==> src/rtl/mm_pkg.sv <==
// mm_pkg: definitions shared by the matrix reader, the loader and the multiplier core.
//   state_t  - loader FSM states (S_IDLE, S_LOAD, S_READY)
//   DATA_W   - matrix element width in bits
//   idx_w(n) - width of a row/column index for an n x n matrix
package mm_pkg;

    localparam int DATA_W = 32;

    typedef enum logic [1:0] {
        S_IDLE  = 2'd0,
        S_LOAD  = 2'd1,
        S_READY = 2'd2
    } state_t;

    function automatic int idx_w(input int n);
        return $clog2(n);
    endfunction

endpackage

==> src/rtl/matrix_buf.sv <==
// matrix_buf: N x N array of DATA_W-bit words, one synchronous write port and
// one registered read port.
//   clk, rst              clock, asynchronous active-high reset (read register only)
//   we_i                  write enable
//   wr_row_i, wr_col_i    write address
//   wr_data_i             write data
//   rd_row_i, rd_col_i    read address, sampled every cycle
//   rd_data_o             data at the read address, one cycle later
// A read and a write to the same location in one cycle return the old word.
module matrix_buf
    import mm_pkg::*;
#(
    parameter  int N  = 8,
    localparam int IW = idx_w(N)
) (
    input  logic              clk,
    input  logic              rst,
    input  logic              we_i,
    input  logic [IW-1:0]     wr_row_i,
    input  logic [IW-1:0]     wr_col_i,
    input  logic [DATA_W-1:0] wr_data_i,
    input  logic [IW-1:0]     rd_row_i,
    input  logic [IW-1:0]     rd_col_i,
    output logic [DATA_W-1:0] rd_data_o
);

    logic [DATA_W-1:0] mem_q [N][N];
    logic [DATA_W-1:0] rd_data_q;

    // Storage itself is never cleared, so it carries no reset.
    always_ff @(posedge clk) begin
        if (we_i) begin
            mem_q[wr_row_i][wr_col_i] <= wr_data_i;
        end
    end

    always_ff @(posedge clk or posedge rst) begin
        if (rst) begin
            rd_data_q <= '0;
        end else begin
            rd_data_q <= mem_q[rd_row_i][rd_col_i];
        end
    end

    assign rd_data_o = rd_data_q;

endmodule

==> src/rtl/matrix_loader.sv <==
// matrix_loader: stream sink behind the matrix file reader. Starts the reader,
// takes its (i, j, value) words on an in_stb/in_ack handshake, stores the
// n x n matrix in matrix_buf and then serves registered random-access reads.
//   clk, rst             clock, asynchronous active-high reset
//   load                 one-cycle request to (re)load the buffer
//   rd_start             one-cycle start pulse to the reader
//   in_i, in_j, in_value word from the reader, valid while in_stb is high
//   in_ack               one-cycle acknowledge per accepted word
//   rd_done              reader has nothing more to send
//   busy, ready          load in progress / buffer complete and readable
//   order_err            sticky: stream out of row-major order, or short
//   addr_row, addr_col   read address
//   rd_data              buffer[addr_row][addr_col], one cycle later
// Build option LOADER_TRANSPOSE_EN: when defined, words are stored at
// [in_j][in_i] so the buffer holds the transpose; the order check still
// expects row-major input.
module matrix_loader
    import mm_pkg::*;
#(
    parameter  int n  = 8,
    localparam int IW = idx_w(n)
) (
    input  logic              clk,
    input  logic              rst,
    input  logic              load,
    output logic              rd_start,
    input  logic [IW-1:0]     in_i,
    input  logic [IW-1:0]     in_j,
    input  logic [DATA_W-1:0] in_value,
    input  logic              in_stb,
    output logic              in_ack,
    input  logic              rd_done,
    output logic              busy,
    output logic              ready,
    output logic              order_err,
    input  logic [IW-1:0]     addr_row,
    input  logic [IW-1:0]     addr_col,
    output logic [DATA_W-1:0] rd_data
);

    localparam int             CNT_W    = $clog2(n*n + 1);
    localparam logic [CNT_W-1:0] LAST_CNT = CNT_W'(n*n - 1);
    localparam logic [IW-1:0]    LAST_IDX = IW'(n - 1);

    state_t           state_q, state_d;
    logic [CNT_W-1:0] count_q, count_d;
    logic [IW-1:0]    exp_i_q, exp_i_d;
    logic [IW-1:0]    exp_j_q, exp_j_d;
    logic             err_q, err_d;
    logic             ack_q, ack_d;
    logic             start_q, start_d;
    logic             armed_q, armed_d;
    logic             accept;
    logic [IW-1:0]    wr_row, wr_col;

    // A word is taken only on a fresh strobe: in_stb must have been seen low
    // since the previous accept (armed_q). A reader that keeps in_stb high
    // past in_ack therefore cannot get one element written or counted twice.
    always_comb begin
        state_d = state_q;
        count_d = count_q;
        exp_i_d = exp_i_q;
        exp_j_d = exp_j_q;
        err_d   = err_q;
        armed_d = armed_q;
        ack_d   = 1'b0;
        start_d = 1'b0;
        accept  = 1'b0;
        case (state_q)
            S_IDLE, S_READY: begin
                if (load) begin
                    start_d = 1'b1;
                    count_d = '0;
                    exp_i_d = '0;
                    exp_j_d = '0;
                    err_d   = 1'b0;
                    armed_d = 1'b1;
                    state_d = S_LOAD;
                end
            end
            S_LOAD: begin
                if (!in_stb) begin
                    armed_d = 1'b1;
                end
                if (in_stb && !ack_q && armed_q) begin
                    accept  = 1'b1;
                    ack_d   = 1'b1;
                    armed_d = 1'b0;
                    count_d = count_q + 1'b1;
                    if (in_i != exp_i_q || in_j != exp_j_q) begin
                        err_d = 1'b1;
                    end
                    // Explicit compare against n-1 so non-power-of-two n wraps correctly.
                    if (exp_j_q == LAST_IDX) begin
                        exp_j_d = '0;
                        exp_i_d = (exp_i_q == LAST_IDX) ? '0 : exp_i_q + 1'b1;
                    end else begin
                        exp_j_d = exp_j_q + 1'b1;
                    end
                    if (count_q == LAST_CNT) begin
                        state_d = S_READY;
                    end
                end else if (rd_done && !ack_q) begin
                    // Reader finished before n*n words arrived.
                    err_d   = 1'b1;
                    state_d = S_READY;
                end
            end
            default: state_d = S_IDLE;
        endcase
    end

    always_ff @(posedge clk or posedge rst) begin
        if (rst) begin
            state_q <= S_IDLE;
            count_q <= '0;
            exp_i_q <= '0;
            exp_j_q <= '0;
            err_q   <= 1'b0;
            ack_q   <= 1'b0;
            start_q <= 1'b0;
            armed_q <= 1'b0;
        end else begin
            state_q <= state_d;
            count_q <= count_d;
            exp_i_q <= exp_i_d;
            exp_j_q <= exp_j_d;
            err_q   <= err_d;
            ack_q   <= ack_d;
            start_q <= start_d;
            armed_q <= armed_d;
        end
    end

`ifdef LOADER_TRANSPOSE_EN
    assign wr_row = in_j;
    assign wr_col = in_i;
`else
    assign wr_row = in_i;
    assign wr_col = in_j;
`endif

    matrix_buf #(.N(n)) u_buf (
        .clk       (clk),
        .rst       (rst),
        .we_i      (accept),
        .wr_row_i  (wr_row),
        .wr_col_i  (wr_col),
        .wr_data_i (in_value),
        .rd_row_i  (addr_row),
        .rd_col_i  (addr_col),
        .rd_data_o (rd_data)
    );

    assign rd_start  = start_q;
    assign in_ack    = ack_q;
    assign busy      = (state_q == S_LOAD);
    assign ready     = (state_q == S_READY);
    assign order_err = err_q;

endmodule
==> config.mk <==
export PLATFORM = sky130hd
export DESIGN_NAME = matrix_loader
export DESIGN_NICKNAME = d
export VERILOG_FILES = /design/src/rtl/mm_pkg.sv /design/src/rtl/matrix_buf.sv /design/src/rtl/matrix_loader.sv
export SDC_FILE = /design/constraint.sdc
export NUM_CORES = 2
export LEC_CHECK = 0
export ABC_AREA = 0
export CAP_MARGIN = 25
export CORE_MARGIN = 2
export CORE_UTILIZATION = 62
export CTS_CLUSTER_DIAMETER = 120
export DETAILED_ROUTE_END_ITERATION = 10
export GPL_TIMING_DRIVEN = 1
export PLACE_DENSITY = 0.84
export REMOVE_ABC_BUFFERS = 1
export SKIP_CTS_REPAIR_TIMING = 1
export SYNTH_ARGS = -nofsm -noshare
export SYNTH_HDL_FRONTEND = slang
export SYNTH_SLANG_ARGS = --single-unit
export TNS_END_PERCENT = 1
==> constraint.sdc <==
create_clock -name clk -period 4 [get_ports clk]
set_clock_uncertainty 0.15 [all_clocks]
set_input_delay 0.4 -clock clk [delete_from_list [all_inputs] [get_ports clk]]
set_output_delay 0.4 -clock clk [all_outputs]
set_load 0.01 [all_outputs]
==> Word level (Yosys, flattened, before mapping) <==
Memory sizes are Yosys's and may differ from the RTL's.
Cells that the tools add are included.
{ "totals": {"register_bits": 51, "latch_bits": 0, "ram_bits": 2048, "romBits": 0, "word_cells": 82, "mem_count": 1} }
{ "mem_list": {"columns": ["name", "words", "word_bits", "rd", "rd_ports_with_merged_regs", "write_ports", "line_no", "source"], "rows": [
  ["u_buf.mem_q", 8, 256, 1, 0, 1, "matrix_buf.sv:27", "logic [DATA_W-1:0] mem_q [N][N];"]
]} }
{ "op_classes": {"add_sub_neg": 3, "mul": 0, "n_div": 0, "magnitude_cmp": 3, "n_eq_ne": 14, "shifts": 0, "n_mux": 36, "bitwise_logic": 2, "reduce_logical": 14} }
{ "ops": {"columns": ["op", "count"], "rows": [
  ["$mux W256", 1],
  ["$bmux W32 S3", 1],
  ["$demux W32 S3", 1],
  ["$mux W32", 3],
  ["$mux W3", 6],
  ["$mux W7", 2],
  ["$pmux W7 S2", 1],
  ["$mux W1", 12],
  ["$pmux W3 S2", 2],
  ["$ne A3 B2 Y1 const B", 3],
  ["$reduce_and A3 Y1", 3],
  ["$ge A4 B4 Y1 const B", 2],
  ["$mux W2", 4],
  ["$not A3 Y4", 2],
  ["$reduce_and A4 Y1", 2],
  ["$add A7 B1 Y7 const B", 1],
  ["$eq A7 B6 Y1 const B", 1],
  ["$add A3 B1 Y3 const B", 2],
  ["$eq A3 B3 Y1 const B", 2],
  ["$ne A3 B3 Y1", 2],
  ["$logic_and A1 B1 Y1", 4],
  ["$lt A4 B1 Y1 const B", 1],
  ["$ne A2 B1 Y1 const B", 2],
  ["$pmux W1 S2", 2],
  ["10 further kinds", 10]
]} }

==> Longest topological paths before layout <==
{ "logic_depth": {"ltp_word": 7, "mapped_depth": 10} }

==> Cells and area by module <==
From an unflattened synthesis, not the netlist that was laid out.
{ "hier_totals": {"cells_unflattened": 3417, "hier_area_um2": 79842.8} }
{ "by_module_without_submodules": {"columns": ["mod", "n_inst", "cells_each", "area_per_inst_um2", "seq_area_each_um2"], "rows": [
  ["matrix_buf", 1, 3320, 78825.6, 62299.8],
  ["matrix_loader", 1, 97, 1017.2, 475.5]
]} }

==> Worst setup path before layout <==
No wires, ideal clock.
{ "synth_path": {"kind": "register to register", "start": "register ack_q (netlist: in_ack)", "end": "memory u_buf.mem_q[7][32] (netlist name) (enable)", "t_arrival_ps": 3168, "required_ps": 3429, "path_slack_ps": 261, "stages_incl_launch_ff": 8, "path_buffers": 2, "synth_period_minus_slack_ps": 3739, "cell_sequence": "dfrtp_1 > nand3b_1 > or2_2 > clkbuf_1 > inv_1 > buf_1 > nand3_1 > nor2_1"} }
{ "synth_via": {"elab_chain_len": 7} }
{ "synth_rtl": {"columns": ["element", "line_no", "source"], "rows": [
  ["from (decl)", "matrix_loader.sv:50", "logic ack_q, ack_d;"],
  ["from (signal assigned)", "matrix_loader.sv:129", "ack_q <= ack_d;"],
  ["$logic_not A1 Y1", "matrix_loader.sv:85", "if (in_stb && !ack_q && armed_q) begin"],
  ["$logic_and A1 B1 Y1 (2 in series)", "matrix_loader.sv:85", null],
  ["$mux W1", "matrix_loader.sv:85", null],
  ["$mux W1", "matrix_loader.sv:69", "case (state_q)"],
  ["via accept", "matrix_loader.sv:53", "logic accept;"],
  ["$mux W1", "matrix_buf.sv:32", "if (we_i) begin"],
  ["$mux W256 (not written as such)", "matrix_buf.sv:33", "mem_q[wr_row_i][wr_col_i] <= wr_data_i;"],
  ["to (decl)", "matrix_buf.sv:27", null]
]} }
The timed path passes the listed nets, and every way through them passes these cells.

==> Worst setup path in the final report <==
{ "layout_path": {"start": "register state_q[1]", "end": "memory u_buf.mem_q[7][81] (netlist name) (enable)"} }
{ "layout_via": {"elab_chain_len": 4} }
{ "layout_rtl": {"columns": ["element", "line_no", "source"], "rows": [
  ["from (decl)", "matrix_loader.sv:45", "state_t state_q, state_d;"],
  ["from (signal assigned)", "matrix_loader.sv:124", "state_q <= state_d;"],
  ["$eq A2 B1 Y1", "matrix_loader.sv:69", null],
  ["$mux W1", "matrix_loader.sv:69", null],
  ["$mux W1", "matrix_buf.sv:32", null],
  ["$mux W256 (not written as such)", "matrix_buf.sv:33", null]
]} }
No other way between the ends.

==> impl_metrics.csv <==
group,metric,value,unit
worst_setup_path,timing.rr.end,"u_buf.mem_q[7][81]",
sta,setup_viol,0,
clock_network,cts_max_level,4,
hold_path,hp-class,"in2reg",
grt,grt_max_degree,65,
detailed_routing,drt_iter0_markers,7425,
detailed_routing,dr.pass1.iters,11,
power,p_int,35.83,mW
cells_and_area,final_net_count,3753,
power,switching_share,21.80,%
power,p_per_area,499.2,nW/µm²
hold_path,hold_end,"u_buf.mem_q[5][184]",
yosys,ys_ff_latch,2099,
worst_setup_path,worst_setup_path_end_kind,"register",
sta,fmax,0.3332,GHz
placement,numPortBuffers,85,
yosys,synth_cell_type_count,52,
cells_and_area,final_cells,5609,
detailed_routing,avgRoutedWirePerCell,40.17,µm
detailed_routing,via_count,41430,
clock_network,clock-sinks,2099,
placement,dpl.hpwl,118600,µm
sta,fin_setup_tns,0,ps
yosys,async_reset_ff_share,2.430,%
hold_path,hold_start,"in_value[24]",
yosys,postSynthCellCount,3381,
grt,grt_pass1_vias,41720,
sta,period_minus_slack,3001,ps
worst_setup_path,cp-start-kind,"register",
sta,hold_viol,23,
sta,fin_hold_ws,-15.59,ps
worst_setup_path,crit_path_max_fanout,32,
grt,grt_pass1_wl,314700,µm
power,seq_power_share,53.3,%
yosys,syn_avg_cell_area,23.74,µm²
placement,gp_congestion,0.9393,
clock_network,cts_buffers,189,
worst_setup_path,required,4330,ps
die,row_count,132,
sta,period_share,75.03,%
power,clockPowerShare,40.4,%
yosys,syn_area,80250,µm²
clock_network,clockBufferDepth,3,
yosys,synthTopCellsByArea,"edfxtp_1, mux4_2, dfrtp_1",
clock_network,clk_latency,820,ps
outcome,status,"finished, violations left",
die,die_h,363.8,µm
worst_setup_path,crit_start,"state_q[1]",
placement,place_inst,5227,
outcome,violations,"design-rule violations, negative hold slack",
power,ir_worst_vdd,485.2,µV
die,dieWidth,363.8,µm
job,drv_cap,0,
worst_setup_path,arrival,3330,ps
die,start_util,62.21,%
sta,slew_headroom,34.78,%
yosys,ys_warn_count,0,
clock_network,clockRootBuffer,"clkbuf_16",
yosys,ys.flop_type,"edfxtp_1",
detailed_routing,antenna_left,0,
die,die_area,132300,µm²
die,coreArea,129000,µm²
sta,maxSlewViolCount,0,
clock_network,cts_tree,"done",
worst_setup_path,worst-r2r-setup-slack,1000,ps
yosys,yosysTopAreaCell,"edfxtp_1",
power,power,45.82,mW
clock_network,clk_pin_slew_worst_paths,70,ps
detailed_routing,drc,8,
power,leakage,28.97,nW
yosys,synth-seq-area-share,78.23,%
die,num_io_pins,86,
hold_path,holdPathStages,1,
power,p_comb_share,6.3,%
cells_and_area,drive_gt1_share,30.46,%
cells_and_area,post-route-util,71.16,%
worst_setup_path,reg2reg_from,"state_q[1]",
grt,grt_use_total,34.71,%
detailed_routing,wl,225300,µm
sta,rsz0062_at_grt,"no",
grt,antenna_found_initial,10,
sta,tightest_slew,978.4,ps
cells_and_area,area_growth,14.38,%
worst_setup_path,reg2reg_depth,7,
power,power_switching,9.988,mW
worst_setup_path,worst-setup-path-type,"reg2reg",
yosys,synth_edf_count,2048,
detailed_routing,post_drt_via_cell_ratio,7.386,
grt,gr-total-overflow,0,
yosys,synth_top_area_share,76.64,%
[metal layers]
metal	global-route usage, %	part of all wire (%)
met1	42.26	31
met5	2.179	0.27
met3	11.07	13
met4	19.02	6.8
met2	55.64	48
[placed cells by master (no fill, tap or decap), drive strengths merged, types with 4 or more instances in the layout]
cell	netlist	layout
a311oi	20	20
o221ai	24	24
clkdlybuf4s50	0	48
clkinv	2	82
nand2	30	30
xnor2	4	4
ha	5	5
clkbuf	64	233
bufinv	0	24
o211ai	7	7
o21ai	8	8
buf	116	244
nand4	4	4
nor2	109	109
mux2i	121	121
o211a	10	10
inv	4	9
nand3b	5	5
diode	0	9
edfxtp	2048	2048
dfrtp	51	51
nand2b	14	14
mux4	564	564
dlygate4sd3	0	15
xor2	6	6
o22ai	27	27
clkinvlp	0	8
a31oi	12	12
and2	6	6
nor4	12	12
a21oi	14	14
nand3	9	9
mux2	26	26
a211oi	4	4
nor2b	24	24
[synthesized netlist by cell type (14+ instances only)]
cell type	n
buf_2	62
mux2_2	26
o22ai_1	27
dfrtp_1	51
nor2_1	109
nand2b_1	14
nand2_1	30
a311oi_1	20
o221ai_1	24
buf_4	32
mux2i_1	121
clkbuf_1	64
nor2b_1	24
a21oi_1	14
mux4_2	564
edfxtp_1	2048
[how the worst max path moves through the flow]
| stage | to | slack (ps) | cells past startpoint |
|---|---|---|---|
| after floorplan | u_buf.mem_q[3][0] | 460 | 5 |
| after global placement | u_buf.rd_data_o[27] | 610 | 7 |
| after detailed placement | u_buf.rd_data_o[1] | 580 | 7 |
| after CTS | u_buf.mem_q[3][17] | 1080 | 7 |
| after global routing | u_buf.mem_q[3][86] | 900 | 7 |
| final | u_buf.mem_q[7][81] | 1000 | 7 |
[power groups by stage]
stage	Clock [mW]	Sequential (mW)	Combinational, mW
final	18.5	24.4	2.87
after global routing	19.3	24.4	2.93
after CTS	18.6	24.4	2.76
after detailed placement	0	24.9	2.67
after global placement	0	24.9	2.56
after floorplan	0	24.9	1.04
[worst max-delay path, stage by stage, from the launching register on]
cell and delay, ps:
dfrtp_1 370, nand2b_1 260, or2_2 440, nor2_1 520, nand3_1 190, buf_4 260
nor2_4 150, buf_12 270
[sequential cells by signal, summed over array words and instances, names as in the netlist]
| signal | cells |
|---|---|
| order_err | 1 |
| exp_i_q | 3 |
| rd_start | 1 |
| armed_q | 1 |
| u_buf.rd_data_o | 32 |
| count_q | 7 |
| u_buf.mem_q | 2048 |
| state_q | 2 |
| in_ack | 1 |
| exp_j_q | 3 |
[area by class of cell]
cell class | count | area [µm²]
clock buffers | 233 | 5020
inverters | 6 | 22.52
multi-input cells | 1096 | 16980
diodes | 9 | 22.52
flip-flops and latches | 2099 | 62780
fillers | 6699 | 37200
repair buffers | 307 | 3595
clock inverters | 117 | 1195
well taps | 1742 | 2180
[through the flow]
step	instance area (µm²)	setup WS, ps
final	91780	998.7
after global routing	91770	895.3
after CTS	91450	1077
after detailed placement	85240	580.4
after global placement	85180	611.3
after floorplan	79290	462.9
[kinds of logic after synthesis]
group           Yosys count  share of synthesized area [%]
xor+xnor                 10                         0.1091
flops                  2099                          78.23
buf+inv                 186                          1.219
mux                     711                          17.70
compound gates          144                          1.336
fa+ha+maj                 5                        0.07796
simple gates            226                          1.328
Note: power is estimated with default switching activity, not from simulation.
